**src/rtl/ao_pair_detect.sv**
```systemverilog
// ao_pair_detect: two-stage pipelined AND-OR pair detector with a hit-persistence qualifier.
// Define AO_STICKY_EN to add the clr port and make y_qual latch until cleared.
module ao_pair_detect #(
    parameter int NGRP  = 3,
    parameter int NPAIR = 2,
    parameter int HOLD  = 4,
    localparam int CW   = $clog2(HOLD + 1)
) (
    input  logic                      clk,
    input  logic                      rst,
    input  logic                      in_valid,
    input  logic [NGRP*NPAIR*2-1:0]   in_data,
`ifdef AO_STICKY_EN
    input  logic                      clr,
`endif
    output logic                      out_valid,
    output logic [NGRP-2:0]           pair_hit,
    output logic                      y,
    output logic                      y_qual,
    output logic [CW-1:0]             hit_cnt
);

    localparam logic [CW-1:0] HOLD_C = CW'(HOLD);

    logic [NGRP-1:0] grp;
    logic [NGRP-1:0] g_q, g_d;
    logic            v1_q, v1_d;
    logic            out_valid_q, out_valid_d;
    logic [NGRP-2:0] pair_hit_q, pair_hit_d;
    logic            y_q, y_d;
    logic            y_qual_q, y_qual_d;
    logic [CW-1:0]   hit_cnt_q, hit_cnt_d;

    logic [NGRP-2:0] pair_hit_next;
    logic            y_next;
    logic [CW-1:0]   cnt_inc;
    logic [CW-1:0]   cnt_next;

    // Each pair is (even bit, odd bit); a group fires when any of its pairs is fully set.
    always_comb begin
        for (int k = 0; k < NGRP; k++) begin
            logic acc;
            acc = 1'b0;
            for (int p = 0; p < NPAIR; p++) begin
                acc = acc | (in_data[(k*NPAIR+p)*2] & in_data[(k*NPAIR+p)*2+1]);
            end
            grp[k] = acc;
        end
    end

    always_comb begin
        g_d  = g_q;
        v1_d = in_valid;
        if (in_valid) begin
            g_d = grp;
        end

        pair_hit_next = g_q[NGRP-2:0] & g_q[NGRP-1:1];
        y_next        = |pair_hit_next;
        cnt_inc       = (hit_cnt_q == HOLD_C) ? HOLD_C : hit_cnt_q + 1'b1;
        cnt_next      = y_next ? cnt_inc : '0;

        out_valid_d = v1_q;
        pair_hit_d  = pair_hit_q;
        y_d         = y_q;
        hit_cnt_d   = hit_cnt_q;
        y_qual_d    = y_qual_q;
        // Stage 2 only moves on valid samples, so bubbles leave the results frozen.
        if (v1_q) begin
            pair_hit_d = pair_hit_next;
            y_d        = y_next;
            hit_cnt_d  = cnt_next;
`ifdef AO_STICKY_EN
            y_qual_d   = y_qual_q | (cnt_next == HOLD_C);
`else
            y_qual_d   = (cnt_next == HOLD_C);
`endif
        end
`ifdef AO_STICKY_EN
        if (clr) begin
            y_qual_d  = 1'b0;
            hit_cnt_d = '0;
        end
`endif
    end

    always_ff @(posedge clk or posedge rst) begin
        if (rst) begin
            g_q         <= '0;
            v1_q        <= 1'b0;
            out_valid_q <= 1'b0;
            pair_hit_q  <= '0;
            y_q         <= 1'b0;
            y_qual_q    <= 1'b0;
            hit_cnt_q   <= '0;
        end else begin
            g_q         <= g_d;
            v1_q        <= v1_d;
            out_valid_q <= out_valid_d;
            pair_hit_q  <= pair_hit_d;
            y_q         <= y_d;
            y_qual_q    <= y_qual_d;
            hit_cnt_q   <= hit_cnt_d;
        end
    end

    assign out_valid = out_valid_q;
    assign pair_hit  = pair_hit_q;
    assign y         = y_q;
    assign y_qual    = y_qual_q;
    assign hit_cnt   = hit_cnt_q;

endmodule

```
**config.mk**
```make
export PLATFORM = sky130hd
export DESIGN_NAME = ao_pair_detect
export DESIGN_NICKNAME = d
export VERILOG_FILES = /design/src/rtl/ao_pair_detect.sv
export SDC_FILE = /design/constraint.sdc
export NUM_CORES = 1
export LEC_CHECK = 0
export ABC_AREA = 1
export CORE_MARGIN = 2
export CORE_UTILIZATION = 35
export DETAILED_ROUTE_END_ITERATION = 12
export PLACE_DENSITY = 0.74
export SYNTH_ARGS = -nofsm -noshare
export SYNTH_HDL_FRONTEND = slang
export SYNTH_SLANG_ARGS = --single-unit
```
**constraint.sdc**
```tcl
create_clock -name clk -period 1.3 [get_ports clk]
set_input_delay 0.13 -clock clk [delete_from_list [all_inputs] [get_ports clk]]
set_output_delay 0.13 -clock clk [all_outputs]
set_load 0.005 [all_outputs]
```
==> flow_metrics.tcl <==
set metrics [dict create \
    layout.nets 104 \
    crit_required_ns 1.17 \
    cts_root_buf "clkbuf_4" \
    yosysTopAreaCell "dfrtp_1" \
    drv_cap 0 \
    hold_ws_ns 0.167 \
    cts_tree "yes" \
    cts_max_level 1 \
    antenna_found_initial 0 \
    netlist_area_um2 524 \
    initial_core_util_pct 38.8 \
    cp-start-kind "flop" \
    synth_top_area_share_pct 57.3 \
    synthCells 58 \
    avgViaCountPerCell 4.71 \
    cp_top_family "buffers and inverters" \
    power.density_nw_per_um2 1430 \
    ys_ff_latch 12 \
    crit_chain "clkdlybuf4s50_1" \
    final_cells 101 \
    hold_class "input pin to async pin" \
    crit_slowest_cell "clkdlybuf4s50_1" \
    core_um2 1350 \
    die_area_um2 1820 \
    syn_nets 75 \
    via_count 476 \
    die_w_um 42.7 \
    ios 23 \
    grt_pass1_wl_mm 1.73 \
    cp_max_fo 2 \
    dpl.hpwl_um 808 \
    hold_buffers 0 \
    fmax_mhz 797 \
    synth-seq-area-share_pct 57.3 \
    grt_pass1_vias 462 \
    drt_iter0_drc 8 \
    hold_violations 0 \
    rows 13 \
    multiInputGateArea_um2 205 \
    rsz0062_at_grt "false" \
    die_h_um 42.7 \
    syn2layout_area_growth_pct 57.0 \
    fin_area_um2 823 \
    seqCellArea_um2 300 \
    status "complete, no violations" \
    synth.distinct_cells 13 \
    grt_use_total_pct 12.3 \
    final.setup.tns_ns 0 \
    critical-path-max-stage-delay_ns 0.50 \
    drive_above_1_share_pct 11.6 \
    setup_violations 0 \
    clock-skew-final_ns 0.00194 \
    grt.overflow.total 0 \
    cts_buffers 3 \
    place_inst 95 \
    cp.arrival_ns 1.12 \
    synth_area_leaders "dfrtp_1, nand2_1, ha_1" \
    r2r_cells 6 \
    yosysWarnings 0 \
    worst_pin_slew_ns 0.454 \
    first_pass_iters 4 \
    clockBufferDepth 2 \
    path_clk_slew_ns 0.08 \
    slew_viol_final 0 \
    ir_worst_vdd_mv 0.646 \
    postLayoutCoreUtil_pct 61.0 \
    avgSynthCellArea_um2 9.04 \
    cp.depth 1 \
    cp-end-kind "output pin" \
    ant_nets 0 \
    cp_num_buf_inv 1 \
    fill_cells 131 \
    wire_per_inst_um 10.1 \
    relSlewSlack_pct 69.7 \
    dpl_cell_area_um2 763 \
    gp_congestion 0.748 \
    drc 0 \
    grt_max_degree 13 \
    clk-insertion-delay-late_ns 0.27 \
    io_buffers 22 \
    wl_mm 1.02 \
    antennaDiodeCount 0 \
    p_leak_nw 0.404 \
    clock_sinks 12 \
    layout_min_cycle_time_ns 1.25 \
    finalCritPeriodShare_pct 96.5 \
    worst-setup-path-type "flop to output pin" \
]
==> worst paths after layout <==
check                                   startpoint                 endpoint  slack [ns]
max                        pair_hit[0]$_DFFE_PP0P_              pair_hit[0]        0.05
min                                            rst  pair_hit[1]$_DFFE_PP0P_        0.17
max reg2reg                 hit_cnt[0]$_DFFE_PP0P_   hit_cnt[2]$_DFFE_PP0P_        0.12
min reg2reg                     y_qual$_DFFE_PP0P_       y_qual$_DFFE_PP0P_        0.48
max in group asynchronous                      rst            y$_DFFE_PP0P_        0.82
min in group clk                       in_data[11]       g_q[2]$_DFFE_PP0P_        0.40
==> stage by stage <==
stage,power (mW),setup WS [ns]
final,1.18,0.0459
after global routing,1.26,0.00191
after CTS,1.18,0.0154
after detailed placement,0.855,0.115
after global placement,0.843,0.161
after floorplan,0.663,0.212
==> cells in the mapped netlist <==
cell	instances
nand2_1	19
dfrtp_1	12
inv_1	6
o21ai_0	5
a31oi_1	3
nor2_1	3
ha_1	2
nand2_2	2
nand3_1	2
a21boi_0	1
a21oi_1	1
a21oi_2	1
o22ai_1	1
==> cells by family after synthesis <==
| group | count (synthesis) | synth area share, % |
|---|---|---|
| buffers and inverters | 6 | 4.30 |
| AOI/OAI and AO/OA | 12 | 13.6 |
| adders and majority gates | 2 | 4.77 |
| and+or+nand+nor | 26 | 20.0 |
| DFF | 12 | 57.3 |
==> state kept, by name, summed over array words and instances (netlist names) <==
name / flops
g_q: 3
y: 1
out_valid_d: 1
pair_hit: 2
hit_cnt: 3
y_qual: 1
out_valid: 1
==> cell type report <==
type	instances	share of cell area, %
sequential	12	36.5
timing repair buffer	24	29.2
multi-input combinational	40	24.9
clock buffer	4	4.41
inverter	6	2.74
tap	15	2.28
==> what timing repair did <==
action | CTS | global route
endpoints found under the hold margin | 0 | 0
resized for setup | 0 | 5
setup endpoints to repair | 2 | 3
pin swaps | 0 | 1
buffers inserted | 2 | 0
==> placed cells by master, fill, tap and decap left out, drive strengths merged <==
cell type      Yosys  layout
nand2             21      21
clkdlybuf4s50      0      20
dfrtp             12      12
inv                6       6
o21ai              5       5
clkbuf             0       4
nor2               3       3
a31oi              3       3
a21oi              2       2
nand3              2       2
ha                 2       2
dlymetal6s2s       0       2
buf                0       2
a21boi             1       1
o22ai              1       1
==> where the power goes <==
part | total [mW] | switching, mW | internal [mW] | leakage, nW
Clock | 0.294 | 0.124 | 0.170 | 0.0210
Combinational | 0.409 | 0.180 | 0.230 | 0.235
Sequential | 0.476 | 0.0373 | 0.438 | 0.148
==> metal layers <==
metal	wire length, um	track usage [%]
met1	436	14.4
met2	502	22.1
met3	73	2.55
met4	8	3.75
met5	0	0
(Power assumes the default switching activity.)
